File: config.mk
export PLATFORM = sky130hd
export DESIGN_NAME = br_arbiter
export DESIGN_NICKNAME = d
export VERILOG_FILES = /design/src/rtl/br_arbiter.sv
export SDC_FILE = /design/constraint.sdc
export NUM_CORES = 1
export LEC_CHECK = 0
export CORE_AREA = 2 2 166 168
export DETAILED_ROUTE_END_ITERATION = 12
export DIE_AREA = 0 0 168 170
export REMOVE_ABC_BUFFERS = 1
export SYNTH_ARGS = -nofsm -noshare
export SYNTH_HDL_FRONTEND = slang
export SYNTH_SLANG_ARGS = --single-unit
export TNS_END_PERCENT = 50
File: constraint.sdc
create_clock -name clk -period 2.67 [get_ports clk]
set_clock_uncertainty 0.2 [all_clocks]
set_input_delay 0.4005 -clock clk [delete_from_list [all_inputs] [get_ports clk]]
set_output_delay 0.4005 -clock clk [all_outputs]
set_load 0.005 [all_outputs]
File: src/rtl/br_arbiter.sv
`default_nettype none
// ============================================================================
// Module   : br_arbiter
// Brief    : Two-master arbiter/sequencer for the PSRAM burst-RAM command
//            port, with command spacing and a read watchdog.
// Revision : 1.0
// ============================================================================
module br_arbiter #(
    parameter int ADDR_WIDTH   = 21,
    parameter int BURST_BEATS  = 4,
    parameter int CMD_GAP      = 16,
    parameter int READ_TIMEOUT = 255
) (
    input  logic                  clk,
    input  logic                  rst,

    input  logic                  m0_req,
    input  logic                  m0_cmd,
    input  logic [ADDR_WIDTH-1:0] m0_addr,
    input  logic [63:0]           m0_wr_data,
    input  logic [7:0]            m0_data_mask,
    output logic                  m0_grant,
    output logic                  m0_wr_beat,
    output logic                  m0_rd_valid,
    output logic                  m0_done,

    input  logic                  m1_req,
    input  logic                  m1_cmd,
    input  logic [ADDR_WIDTH-1:0] m1_addr,
    input  logic [63:0]           m1_wr_data,
    input  logic [7:0]            m1_data_mask,
    output logic                  m1_grant,
    output logic                  m1_wr_beat,
    output logic                  m1_rd_valid,
    output logic                  m1_done,

    output logic [63:0]           rd_data,

    output logic                  br_cmd,
    output logic                  br_cmd_en,
    output logic [ADDR_WIDTH-1:0] br_addr,
    output logic [63:0]           br_wr_data,
    output logic [7:0]            br_data_mask,
    input  logic [63:0]           br_rd_data,
    input  logic                  br_rd_data_valid,

    output logic                  timeout_err
);

    localparam int c_BEAT_W = (BURST_BEATS > 1) ? $clog2(BURST_BEATS) : 1;
    localparam int c_GAP_W  = $clog2(CMD_GAP + 1);
    localparam int c_TO_W   = $clog2(READ_TIMEOUT + 1);

    localparam logic [c_BEAT_W-1:0] c_LAST_BEAT = c_BEAT_W'(BURST_BEATS - 1);
    localparam logic [c_GAP_W-1:0]  c_GAP_EXIT  = c_GAP_W'(CMD_GAP - 2);
    localparam logic [c_TO_W-1:0]   c_TO_LIMIT  = c_TO_W'(READ_TIMEOUT);

    localparam logic [2:0] c_ST_IDLE    = 3'd0;
    localparam logic [2:0] c_ST_WR      = 3'd1;
    localparam logic [2:0] c_ST_RD_WAIT = 3'd2;
    localparam logic [2:0] c_ST_RD      = 3'd3;
    localparam logic [2:0] c_ST_GAP     = 3'd4;

    logic [2:0]            r_state;
    logic                  r_grant;
    logic                  r_owner;
    logic                  r_last_owner;
    logic                  r_cmd_en;
    logic                  r_br_cmd;
    logic [ADDR_WIDTH-1:0] r_br_addr;
    logic [c_BEAT_W-1:0]   r_beat_cnt;
    logic [c_GAP_W-1:0]    r_gap_cnt;
    logic [c_TO_W-1:0]     r_to_cnt;
    logic                  r_done0;
    logic                  r_done1;
    logic                  r_timeout_err;

    logic [2:0]            w_state_next;
    logic                  w_grant_fire;
    logic                  w_new_owner;
    logic                  w_new_cmd;
    logic [ADDR_WIDTH-1:0] w_new_addr;
    logic                  w_finish;
    logic                  w_timeout;
    logic                  w_beat_adv;
    logic                  w_in_read;

    assign w_in_read = (r_state == c_ST_RD_WAIT) || (r_state == c_ST_RD);

    always_comb begin
        w_state_next = r_state;
        w_grant_fire = 1'b0;
        w_new_owner  = r_owner;
        w_new_cmd    = 1'b0;
        w_new_addr   = '0;
        w_finish     = 1'b0;
        w_timeout    = 1'b0;
        w_beat_adv   = 1'b0;

        case (r_state)
            c_ST_IDLE: begin
                if (m0_req || m1_req) begin
                    w_grant_fire = 1'b1;
                    // On a tie the master that did not own the bus last time wins.
                    if (m0_req && m1_req) begin
                        w_new_owner = ~r_last_owner;
                    end else begin
                        w_new_owner = m1_req;
                    end
                    w_new_cmd    = w_new_owner ? m1_cmd  : m0_cmd;
                    w_new_addr   = w_new_owner ? m1_addr : m0_addr;
                    w_state_next = w_new_cmd ? c_ST_WR : c_ST_RD_WAIT;
                end
            end

            c_ST_WR: begin
                w_beat_adv = 1'b1;
                if (r_beat_cnt == c_LAST_BEAT) begin
                    w_finish     = 1'b1;
                    w_state_next = c_ST_GAP;
                end
            end

            c_ST_RD_WAIT, c_ST_RD: begin
                // A last beat landing on the timeout cycle still counts as success.
                if (br_rd_data_valid && (r_beat_cnt == c_LAST_BEAT)) begin
                    w_finish     = 1'b1;
                    w_state_next = c_ST_GAP;
                end else if (r_to_cnt >= c_TO_LIMIT) begin
                    w_timeout    = 1'b1;
                    w_finish     = 1'b1;
                    w_state_next = c_ST_GAP;
                end else if (br_rd_data_valid) begin
                    w_beat_adv   = 1'b1;
                    w_state_next = c_ST_RD;
                end
            end

            c_ST_GAP: begin
                // Counter is zero in the br_cmd_en cycle; IDLE then issues one cycle later.
                if (r_gap_cnt >= c_GAP_EXIT) begin
                    w_state_next = c_ST_IDLE;
                end
            end

            default: begin
                w_state_next = c_ST_IDLE;
            end
        endcase
    end

    always_ff @(posedge clk or posedge rst) begin
        if (rst) begin
            r_state <= c_ST_IDLE;
        end else begin
            r_state <= w_state_next;
        end
    end

    always_ff @(posedge clk or posedge rst) begin
        if (rst) begin
            r_grant       <= 1'b0;
            r_owner       <= 1'b0;
            r_last_owner  <= 1'b1;
            r_cmd_en      <= 1'b0;
            r_br_cmd      <= 1'b0;
            r_br_addr     <= '0;
            r_beat_cnt    <= '0;
            r_gap_cnt     <= '0;
            r_to_cnt      <= '0;
            r_done0       <= 1'b0;
            r_done1       <= 1'b0;
            r_timeout_err <= 1'b0;
        end else begin
            r_cmd_en <= w_grant_fire;
            r_done0  <= w_finish & ~r_owner;
            r_done1  <= w_finish & r_owner;

            if (w_grant_fire) begin
                r_grant      <= 1'b1;
                r_owner      <= w_new_owner;
                r_last_owner <= w_new_owner;
                r_br_cmd     <= w_new_cmd;
                r_br_addr    <= w_new_addr;
                r_beat_cnt   <= '0;
                r_gap_cnt    <= '0;
                r_to_cnt     <= '0;
            end else begin
                if (w_beat_adv) begin
                    r_beat_cnt <= r_beat_cnt + 1'b1;
                end
                if (r_gap_cnt != {c_GAP_W{1'b1}}) begin
                    r_gap_cnt <= r_gap_cnt + 1'b1;
                end
                if (r_to_cnt != {c_TO_W{1'b1}}) begin
                    r_to_cnt <= r_to_cnt + 1'b1;
                end
            end

            if (w_finish) begin
                r_grant  <= 1'b0;
                r_br_cmd <= 1'b0;
            end

            if (w_timeout) begin
                r_timeout_err <= 1'b1;
            end
        end
    end

    assign m0_grant     = r_grant & ~r_owner;
    assign m1_grant     = r_grant & r_owner;
    assign m0_wr_beat   = (r_state == c_ST_WR) & ~r_owner;
    assign m1_wr_beat   = (r_state == c_ST_WR) & r_owner;
    assign m0_rd_valid  = br_rd_data_valid & w_in_read & ~r_owner;
    assign m1_rd_valid  = br_rd_data_valid & w_in_read & r_owner;
    assign m0_done      = r_done0;
    assign m1_done      = r_done1;

    assign rd_data      = br_rd_data;

    assign br_cmd       = r_br_cmd;
    assign br_cmd_en    = r_cmd_en;
    assign br_addr      = r_br_addr;
    assign br_wr_data   = r_grant ? (r_owner ? m1_wr_data   : m0_wr_data)   : 64'd0;
    assign br_data_mask = r_grant ? (r_owner ? m1_data_mask : m0_data_mask) : 8'd0;

    assign timeout_err  = r_timeout_err;

endmodule
`default_nettype wire

==> results of run 1 <==
[registers in the layout, summed over array words and instances, names as in the netlist]
signal	count
r_beat_cnt	2
br_cmd	1
r_gap_cnt	5
br_cmd_en	1
br_addr	21
r_state	3
m0_done	1
r_owner	1
r_last_owner	1
r_to_cnt	8
r_grant	1
m1_done	1
timeout_err	1
[stage by stage]
step	TNS (ps)	power, mW	util, %	cells	cell area, um2
CTS	0	5.743	26.73	1017	7123
global placement	0	4.967	26.10	1008	6955
floorplan	-64510	3.008	-	359	3408
detailed placement	0	5.009	26.10	1008	6955
global route	0	6.115	26.82	1021	7148
finish	0	5.671	26.82	1021	7148
[where the power goes]
| part | internal (mW) | switching [mW] |
|---|---|---|
| sequential | 1.02 | 0.259 |
| combinational | 2.25 | 1.48 |
| clock | 0.358 | 0.305 |
| total | 3.62 | 2.05 |
[per-layer routing]
| metal | routed length, um | GRT usage (%) | vias up | part of all wire (%) |
|---|---|---|---|---|
| li1 | - | - | 1917 | - |
| met1 | 8507 | 16.06 | 1866 | 42 |
| met2 | 8448 | 19.31 | 296 | 42 |
| met3 | 3044 | 8.558 | 16 | 15 |
| met4 | 171 | 1.890 | 6 | 0.84 |
| met5 | 183 | 7.304 | - | 0.90 |
[worst max-delay path by stage]
stage                  from               to  slack, ps  cells after the start
floorplan           r_owner  br_data_mask[0]       -830                      2
global placement    r_owner   br_wr_data[21]        260                      4
detailed placement  r_owner   br_wr_data[21]        250                      4
CTS                 r_owner   br_wr_data[21]         40                      4
global route        r_owner   br_wr_data[36]         30                      4
finish              r_owner   br_wr_data[30]        150                      4
[cells in the final DEF, fill, tap and decap left out, drive strengths merged, types with 2 or more instances in the layout]
| cell | n |
|---|---|
| and3 | 4 |
| dfrtp | 46 |
| mux2 | 3 |
| xor2 | 3 |
| ha | 5 |
| buf | 16 |
| nand4 | 2 |
| nand4b | 2 |
| a21oi | 27 |
| nor2 | 44 |
| and4 | 2 |
| nand3 | 3 |
| o21ai | 4 |
| nor2b | 77 |
| mux2i | 96 |
| xnor2 | 3 |
| nand2 | 10 |
| o21a | 2 |
| nor3 | 7 |
| inv | 7 |
| clkbuf | 5 |
| clkdlybuf4s50 | 296 |
[worst max-delay path: cells and delay by family (launching register included)]
kind                   cells  cell delay [ps]
buffers and inverters      2              760
and+or+nand+nor            1              130
muxes                      1              140
DFF                        1              590
[logic make-up after synthesis]
kind of cell / Yosys count / synth area share (%)
xor+xnor: 6 / 1.308
compound gates: 44 / 6.819
mux: 99 / 24.75
simple gates: 153 / 20.61
fa+ha+maj: 5 / 1.557
flops: 47 / 29.30
buf+inv: 98 / 15.66
[layout make-up]
class / count / share of cell area [%]
Tap cell: 341 / 5.969
Multi-Input combinational cell: 307 / 30.95
Antenna cell: 1 / 0.03501
Inverter: 5 / 0.2626
Sequential cell: 47 / 16.54
Clock buffer: 5 / 1.750
Clock inverter: 3 / 0.3851
Timing Repair Buffer: 312 / 44.11
[what timing repair did]
item	in CTS	in global routing
hold buffers	0	0
endpoints found under the setup margin	27	4
setup buffers	1	3
==> implementation parameters, run 1 <==
Parameter                              Value

GRT
  Remaining Overflow, GRT ... 0
  Vias in the first global route ... 3953
  Antenna violations before repair ... 2
  Overall fraction of global-route tracks in use ... 13.24%
  First-pass GRT wire length ... 27720 um
  Maximum number of pins on one net before global-route repair ... 73

Drt
  Mean number of vias per cell ... 4.017
  Detailed-router iteration count before antenna repair ... 4
  Wirelength, routed ... 20360 um
  Remaining number of nets flagged by the antenna check after routing ... 0
  Iteration-0 DRC count of the detailed router ... 103
  Avg WL per Cell ... 19.94 um
  Count of unresolved DRC violations after routing ... 0
  Via count ... 4101

STA
  Final critical-path setup slack ... 149.3 ps
  Max Clk Rate ... 0.3967 GHz
  Slew of the pin with the lowest slew margin ... 630.8 ps
  Worst hold slack across all endpoints ... 126.4 ps
  Count of endpoints failing hold in the final timing report ... 0
  Shortest period the worst path allows ... 2521 ps
  Remaining max-slew budget at the tightest pin ... 56.86%
  Number of setup violations in the final report ... 0
  Final period utilization ... 94.41%
  Unrepaired setup endpoints after global routing ... no
  Final Max Tran Viols ... 0

Logic synthesis
  Average cell area after synthesis ... 8.891 um2
  Summed instance area of the synthesized netlist ... 4019 um2
  Yosys top cell by area ... sky130_fd_sc_hd__dfrtp_1
  Cell variety after synth ... 42
  Most common cell in the netlist ... sky130_fd_sc_hd__mux2i_1
  Instance count of the mapped netlist ... 452
  Fraction of synthesis flops using an asynchronous set or reset pin ... 100.0%
  Top FF cell, synth ... sky130_fd_sc_hd__dfrtp_1
  Post-synth top area share ... 28.64%
  List of most frequent post-synthesis cells ... sky130_fd_sc_hd__mux2i_1, sky130_fd_sc_hd__nor2b_1, sky130_fd_sc_hd__buf_4, sky130_fd_sc_hd__dfrtp_1, sky130_fd_sc_hd__nor2_1
  Number of synthesis warnings ... 0
  Number of flops mapped to enable cells by yosys ... 0
  Largest cells by area after synthesis ... sky130_fd_sc_hd__dfrtp_1, sky130_fd_sc_hd__mux2i_1, sky130_fd_sc_hd__nor2b_1
  Post-synthesis sequential area ratio ... 29.30%
  Flip-flop and latch count after synthesis ... 47

Die
  Horizontal die dimension ... 168 um
  Floorplan row count ... 60
  Initial Util ... 15.08%
  Top Ports ... 425
  Die H ... 170 um
  Die footprint ... 28560 um2
  Total core area ... 26650 um2

Clock tree
  Number of H-tree branching levels ... 2
  Register clock-pin slew on the reported worst setup and hold paths ... 70 ps
  Clock sink count ... 47
  Total CTS buffers ... 5
  Number of gates resized after CTS ... 0
  Maximum buffer depth of the clock tree ... 2
  Clock tree root driver cell ... sky130_fd_sc_hd__clkbuf_16
  Clock latency on the worst-skew pair ... 290 ps
  Clock tree from TritonCTS ... done

Critical path
  R2R Path End ... r_state[0]
  Endpoint kind of the worst setup timing path ... primary output
  Biggest cell delay along the critical path ... 590 ps
  Crit-path cells ... buf_4 -> mux2i_1 -> nor2b_1 -> clkdlybuf4s50_1
  Depth of the worst register-to-register path ... 5
  R2r startpoint ... r_to_cnt[0]
  Startpoint type of the worst setup path ... register
  Setup Crit Path Kind ... register to primary output
  Arrival time at the worst endpoint ... 1920 ps
  Worst-path fanout max ... 12
  Flop2flop setup slack ... 540 ps
  CP required ... 2070 ps
  Crit path max-delay cell type ... sky130_fd_sc_hd__dfrtp_4

Place
  Final estimated routing congestion in global placement ... 0.7290
  Number of buffers added on ports ... 296
  Post-DP HPWL ... 16690 um
  Dpl ws ... 246.8 ps

Flow run
  Count of max-cap constraint violations ... 0

Layout
  Sequential cell area ... 1182 um2
  Filler Cells Inserted ... 2886
  Fin nets ... 940
  Combined area of the multi-input logic cells ... 2212 um2
  Share of cells above drive strength 1 ... 5.007%
  Layout area overhead ... 77.86%

Power and ir drop
  Static leakage ... 2.837 nW
  Peak supply drop ... 434.8 uV
  Power density over cell area ... 793.4 nW/um2

Min path
  Worst Hold Class ... input pin to asynchronous set/reset pin

Run status
  Status ... finished clean
Power figures use the tool's default switching activity.
==> run 2, diff against run 1 <==
CAP_MARGIN = 5   (was not set)
SLEW_MARGIN = 20   (was not set)
==> results of run 2 <==
The final DEF is identical to that of run 1; final timing and power are the same.
==> run 3, diff against run 2 <==
CTS_CLUSTER_SIZE = 16   (was not set)
==> results of run 3 <==
The final DEF is identical to that of run 1; final timing and power are the same.
